==> config.mk <==
export PLATFORM = sky130hd
export DESIGN_NAME = ex_mem_latch
export DESIGN_NICKNAME = d
export VERILOG_FILES = /design/src/rtl/ex_mem_latch_pkg.sv /design/src/rtl/ex_mem_latch_set_checker.sv /design/src/rtl/ex_mem_latch.sv
export SDC_FILE = /design/constraint.sdc
export NUM_CORES = 1
export LEC_CHECK = 0
export BUFFER_PORTS_ARGS = -buffer_cell sky130_fd_sc_hd__buf_4
export CAP_MARGIN = 20
export CORE_AREA = 3 3 77 79
export CTS_BUF_LIST = sky130_fd_sc_hd__clkbuf_8
export CTS_CLUSTER_SIZE = 16
export DETAILED_ROUTE_END_ITERATION = 8
export DIE_AREA = 0 0 80 82
export GPL_ROUTABILITY_DRIVEN = 0
export HOLD_SLACK_MARGIN = 0.1
export PLACE_DENSITY_LB_ADDON = 0.12
export SLEW_MARGIN = 30
export SYNTH_ARGS = -nofsm -noshare
export SYNTH_HDL_FRONTEND = slang
export SYNTH_SLANG_ARGS = --single-unit
==> constraint.sdc <==
create_clock -name clk -period 3.9 [get_ports clk]
set_input_delay 0.585 -clock clk [delete_from_list [all_inputs] [get_ports clk]]
set_output_delay 0.585 -clock clk [all_outputs]
set_load 0.01 [all_outputs]
==> src/rtl/ex_mem_latch_pkg.sv <==
// Shared definitions for the EX/MEM pipeline register: set-condition encodings
// and default datapath widths.
package ex_mem_latch_pkg;

   localparam int DEF_WIDTH    = 16;
   localparam int DEF_REG_BITS = 3;
   localparam int DEF_CNT_W    = 16;

   typedef enum logic [1:0] {
      SET_SEQ = 2'd0,
      SET_SLT = 2'd1,
      SET_SLE = 2'd2,
      SET_SCO = 2'd3
   } set_typ_t;

endpackage

==> src/rtl/ex_mem_latch_set_checker.sv <==
// Set-condition evaluator: picks one ALU flag by set type and widens it into
// a WIDTH-bit 0/1 result.
module set_checker
   import ex_mem_latch_pkg::*;
#(
   parameter int WIDTH = DEF_WIDTH
) (
   input  logic [1:0]       set_typ,
   input  logic             zero,
   input  logic             neg,
   input  logic             ofl,
   output logic [WIDTH-1:0] set_val
);

   logic flag;

   always_comb begin
      flag = 1'b0;
      case (set_typ_t'(set_typ))
         SET_SEQ: flag = zero;
         SET_SLT: flag = neg;
         SET_SLE: flag = neg | zero;
         SET_SCO: flag = ofl;
         default: flag = 1'b0;
      endcase
   end

   assign set_val = {{(WIDTH-1){1'b0}}, flag};

endmodule

==> src/rtl/ex_mem_latch.sv <==
// EX/MEM pipeline register: merges set results with the ALU result, registers
// result/control/store data, and exposes forwarding, load-use and stall status.
module ex_mem_latch
   import ex_mem_latch_pkg::*;
#(
   parameter int WIDTH    = DEF_WIDTH,
   parameter int REG_BITS = DEF_REG_BITS,
   parameter int CNT_W    = DEF_CNT_W
) (
   input  logic                clk,
   input  logic                rst,
   input  logic                stall,
   input  logic                flush,
   input  logic                ex_valid,
   input  logic [WIDTH-1:0]    ex_alu_out,
   input  logic                ex_zero,
   input  logic                ex_neg,
   input  logic                ex_ofl,
   input  logic [1:0]          ex_set_typ,
   input  logic                ex_is_set,
   input  logic                ex_wr_en,
   input  logic [REG_BITS-1:0] ex_wr_reg,
   input  logic                ex_mem_rd,
   input  logic                ex_mem_wr,
   input  logic [WIDTH-1:0]    ex_mem_wdata,
   input  logic                ex_halt,
   input  logic                ex_err,
   output logic                mem_valid,
   output logic [WIDTH-1:0]    mem_result,
   output logic                mem_wr_en,
   output logic                mem_rd,
   output logic                mem_wr,
   output logic                mem_halt,
   output logic                mem_err,
   output logic [REG_BITS-1:0] mem_wr_reg,
   output logic [WIDTH-1:0]    mem_wdata,
   output logic                fwd_valid,
   output logic [REG_BITS-1:0] fwd_reg,
   output logic [WIDTH-1:0]    fwd_data,
   output logic                load_use,
   output logic                halt_seen,
   output logic [CNT_W-1:0]    stall_cnt
);

   logic [WIDTH-1:0] set_val;
   logic [WIDTH-1:0] next_result;
   logic             load_v;

   set_checker #(.WIDTH(WIDTH)) u_set_checker (
      .set_typ (ex_set_typ),
      .zero    (ex_zero),
      .neg     (ex_neg),
      .ofl     (ex_ofl),
      .set_val (set_val)
   );

   assign next_result = ex_is_set ? set_val : ex_alu_out;
   assign load_v      = ex_valid & ~halt_seen;

   // Flush only bubbles the control bits; data fields keep their last values.
   always_ff @(posedge clk or negedge rst) begin
      if (!rst) begin
         mem_valid  <= 1'b0;
         mem_wr_en  <= 1'b0;
         mem_rd     <= 1'b0;
         mem_wr     <= 1'b0;
         mem_halt   <= 1'b0;
         mem_err    <= 1'b0;
         mem_result <= '0;
         mem_wr_reg <= '0;
         mem_wdata  <= '0;
      end else if (flush) begin
         mem_valid  <= 1'b0;
         mem_wr_en  <= 1'b0;
         mem_rd     <= 1'b0;
         mem_wr     <= 1'b0;
         mem_halt   <= 1'b0;
         mem_err    <= 1'b0;
      end else if (!stall) begin
         mem_valid  <= load_v;
         mem_wr_en  <= ex_wr_en  & load_v;
         mem_rd     <= ex_mem_rd & load_v;
         mem_wr     <= ex_mem_wr & load_v;
         mem_halt   <= ex_halt   & load_v;
         mem_err    <= ex_err    & load_v;
         mem_result <= next_result;
         mem_wr_reg <= ex_wr_reg;
         mem_wdata  <= ex_mem_wdata;
      end
   end

   // A halt counts as seen once it leaves this stage; flush only kills the incoming slot.
   always_ff @(posedge clk or negedge rst) begin
      if (!rst) begin
         halt_seen <= 1'b0;
      end else if (mem_valid && mem_halt && !stall) begin
         halt_seen <= 1'b1;
      end
   end

   always_ff @(posedge clk or negedge rst) begin
      if (!rst) begin
         stall_cnt <= '0;
      end else if (stall && !flush && mem_valid && (stall_cnt != {CNT_W{1'b1}})) begin
         stall_cnt <= stall_cnt + 1'b1;
      end
   end

   assign fwd_valid = mem_valid & mem_wr_en & ~mem_rd;
   assign fwd_reg   = mem_wr_reg;
   assign fwd_data  = mem_result;
   assign load_use  = mem_valid & mem_wr_en & mem_rd;

endmodule

# [After elaboration in Yosys (flattened, before gate mapping)]
# Cells that the tools add are included.
[totals] ff_bits=58 inputBits=51 word_cells=54
[classes] n_addsub=1 n_eq_ne=5 muxes=14 bitwise=14 n_reduce_logical=9
[ops] cell="16-bit by 1-bit adder with 16-bit output (second input constant)" n=1
[ops] cell="16-bit 2-to-1 mux" n=1
[ops] cell="16-bit inequality test (second input constant)" n=1
[ops] cell="1-bit 2-to-1 mux" n=12
[ops] cell="1-bit bitwise AND" n=9
[ops] cell="1-bit logical AND" n=5
[ops] cell="2-bit equality test (second input constant)" n=2
[ops] cell="1-bit inverter" n=4
[ops] cell="1-bit one-hot mux with 4 select lines" n=1
[ops] cell="2-bit by 1-bit equality test with 1-bit output (second input constant)" n=1
[ops] cell="1-bit zero test" n=2
[ops] cell="2-bit zero test" n=1
[ops] cell="2-bit by 1-bit inequality test with 1-bit output (second input constant)" n=1
[ops] cell="2-bit AND reduction" n=1
[ops] cell="1-bit OR" n=1

# [Depth between registers and ports, before layout]
[depth] word_depth=5 mapped_depth=6 ltp_nobuf=5

# [Cells and area by module]
# A second synthesis with hierarchy kept.
[unflattened] cells_unflattened=253 area_unflattened_um2=2840.2
[by_module_without_submodules] mod="ex_mem_latch" n_inst=1 cells_each=231 area_per_inst_um2=2682.6 seq_area_each_um2=1451.4
[by_module_without_submodules] mod="set_checker" n_inst=1 cells_each=22 area_per_inst_um2=157.7 seq_area_each_um2=0.0

# [Least setup slack after synthesis]
# Ideal clock, no wire load.
[synth_timing] path_kind="in2reg" from="input port flush" to="register stall_cnt[14]" arrival_ps=1591 required_ps=3772 path_slack_ps=2181 cell_stages=5 cell_sequence="buf_6 > nand3b_4 > nor4_2 > nand3_1 > mux2_1"
[synth_via] elab_chain_len=4
[synth_lines] item="start, declared" line="ex_mem_latch.sv:13" source="input logic flush,"
[synth_lines] item="1-bit zero test" line="ex_mem_latch.sv:104" source="end else if (stall && !flush && mem_valid && (stall_cnt != {CNT_W{1'b1}})) begin"
[synth_lines] item="1-bit logical AND (3 in a row)" line="ex_mem_latch.sv:104"
[synth_lines] item="end signal, assigned" line="ex_mem_latch.sv:105" source="stall_cnt <= stall_cnt + 1'b1;"
[synth_lines] item="end, declared" line="ex_mem_latch.sv:42" source="output logic [CNT_W-1:0] stall_cnt"
# Every way passes these cells.
# A chain may end at the register's enable or synchronous reset.

# [Worst setup path after layout]
[layout_timing] from="register stall_cnt[0]" to="register stall_cnt[14]"
[layout_via] elab_chain_len=2 word_cells_on_any_way=3
[layout_lines] item="branches (longest 2 deep; another with 16-bit by 1-bit adder with 16-bit output)"
# Parallel ways; which one is timed is not known.

==> qor.csv <==
metric,value,unit
Core ar.,5405,um2
crit path DAT,1.90,ns
average vias per placed instance,4.812,
synth warn,0,
Synth Instances,280,
Root Buffer,clkbuf_8,
P_int,0.001141,W
Async SR Flop Fraction,100.0,%
Slew HR,52.28,%
initial antenna violation count,0,
PortBufs,129,
Inserted Clock Buffers,9,
Pwr per Cell Area,412.6,nW/um2
combinational power share,18.8,%
worst-path cell chain,ha_1 -> nand4_1 -> nor4_2 -> nand3_1 -> mux2_1,
RSZ-0062 raised after global routing,no,
first-pass GRT wire length,9632,um
clk_lat worst skew,0.33,ns
hpwl dp,4543,um
routed vias,2257,
Finished Core Util,69.61,%
initial core utilization,49.42,%
nets,444,
row count,27,
Total GRT Usage,19.12,%
cell taking the most area after synthesis,dfrtp_1,
clock share of power,35.9,%
achievable frequency,588.6,MHz
"slowest stage delay, CP",0.40,ns
n_diodes,0,
CTS tree,yes,
Reg power frac,45.3,%
PostCTS Resize Cnt,0,
clock-pin slew on the worst setup and hold paths,0.07,ns
final-report hold violation count,0,
setup TNS,0,ns
Routed WL per cell,13.17,um
HP Class,in2async,
Max Slew Vio Count,0,
vias in the first global route,2052,
outcome,"complete, no violations",
synthesis-stage register bit count,58,
largest net degree at the start of global routing,59,
Yosys top cell area share,54.33,%
sw frac,26.50,%
clock sinks,58,
CTS max path bufs,2,
Crit-path slowest cell,dfrtp_1,
main area contributors after synthesis,"dfrtp_1 54%, nand2_1 15%, buf_4 5.3%",
Worst VDD drop,0.2454,mV
Final period util,43.56,%
switching power,0.0004114,W
synth cell count leaders,"104 x nand2_1, 58 x dfrtp_1, 19 x buf_4",
crit-path max FO,4,
Startpoint Class,flip-flop,
# hold bufs at CTS,0,
leak pwr,2.060,nW
clock skew,0.006979,ns
top_reg_cell synth,dfrtp_1,
WL final,6176,um
"Remaining Overflow, GRT",0,
Setup Crit Path Kind,reg2reg,
Die Y,82,um
Max Cap Viol,0,
drc violations,0,
Netlist cell types,40,
Pre-Repair DR Iteration Count,4,
CP Data Required Time,4.10,ns
mapped cell area,2671,um2
htree depth,3,
DIE AREA,6560,um2
min cycle time layout,1.699,ns
setup repair bufs after CTS,0,
synthesized area per cell,9.540,um2
Area growth syn-to-layout,40.84,%
Post-synth EDFFs,0,
Ports,130,
chip width,80,um
syn nets,332,
most common cell in the netlist,nand2_1,
First DRT Iteration DRCs,106,
"Seq/Total Area, Yosys",54.33,%
ANT nets after route,0,
Slew @ Worst Pin,0.7158,ns
share of layout cells above drive strength 1,39.80,%
Final Setup Violations,0,
Worst Setup End Kind,flip-flop,
## layout make-up
type / count / area, um2
clock inverter: 5 / 53.80
tap: 72 / 90.09
sequential: 58 / 1451
inverter: 3 / 11.26
clock buffer: 11 / 151.4
timing repair buffer: 130 / 975.9
fill: 464 / 1643
multi-input combinational: 190 / 1028
## layout by cell type (no fill, tap or decap), types with 2 or more instances in the layout
cell and instances:
nor4_1 3, nor2_1 2, xor2_1 6, a21oi_1 6
buf_4 130, o21ai_0 5, nand4_1 4, nand3b_1 5
clkbuf_8 11, nand3_2 2, dfrtp_1 58, nand3_1 17
mux2_2 3, nor3_1 3, nand2_1 104, xnor2_1 4
inv_1 4, and3_1 3, o311ai_1 2, clkinvlp_4 2
## through the flow
stage	cells	hold slack, ns	setup slack [ns]	power [W]	cell area [um2]
3_3_place_gp	453	0.4607	1.815	0.001003	3552
2_1_floorplan	280	0.2894	2.181	0.0008470	2671
4_1_cts	469	0.3318	2.192	0.001570	3762
6_report	469	0.3105	2.201	0.001552	3762
5_1_grt	469	0.3606	2.034	0.001636	3762
3_5_place_dp	453	0.4642	2.005	0.001011	3557
## logic make-up after synthesis
logic type	synth area share (%)
AOI/OAI and AO/OA	4.029
and+or+nand+nor	28.20
muxes	2.248
buffers and inverters	7.447
adders and majority gates	0.4683
xor gates and xnor gates	3.279
DFF	54.33
## worst max-delay path: cells and delay by family, from the launching register on
family	cells	cell delay (ns)
flops	1	0.40
mux	1	0.32
fa+ha+maj	1	0.24
simple gates	3	0.62
## power by group through the flow
stage	sequential, W	combinational [W]	clock (W)
after detailed placement	0.000712	0.000298	0
after floorplan	0.000732	0.000115	0
after CTS	0.000703	0.000297	0.000569
final	0.000703	0.000292	0.000558
after global placement	0.000711	0.000292	0
after global routing	0.000709	0.000324	0.000603
## per-layer routing
metal,vias to the layer above,routed length (um),global-route usage [%]
li1,1131,-,-
met1,1020,2627,25.35
met2,94,2867,28.31
met3,12,549,6.908
met4,0,132,8.108
met5,-,0,0
## final timing paths
| check | slack (ns) | start | to | cells past startpoint |
|---|---|---|---|---|
| worst max-delay path | 2.20 | stall_cnt[0] | stall_cnt[14] | 5 |
| worst min-delay path | 0.31 | rst | stall_cnt[13] | 1 |
| worst max register to register | 2.20 | stall_cnt[0] | stall_cnt[14] | 5 |
| worst min register to register | 0.48 | mem_wdata[13] | mem_wdata[13] | 2 |
| max in group asynchronous | 3.11 | rst | stall_cnt[9] | 1 |
| min in group clk | 0.44 | ex_mem_wdata[6] | mem_wdata[6] | 3 |
No activity file was read; power rests on OpenSTA's default activity.
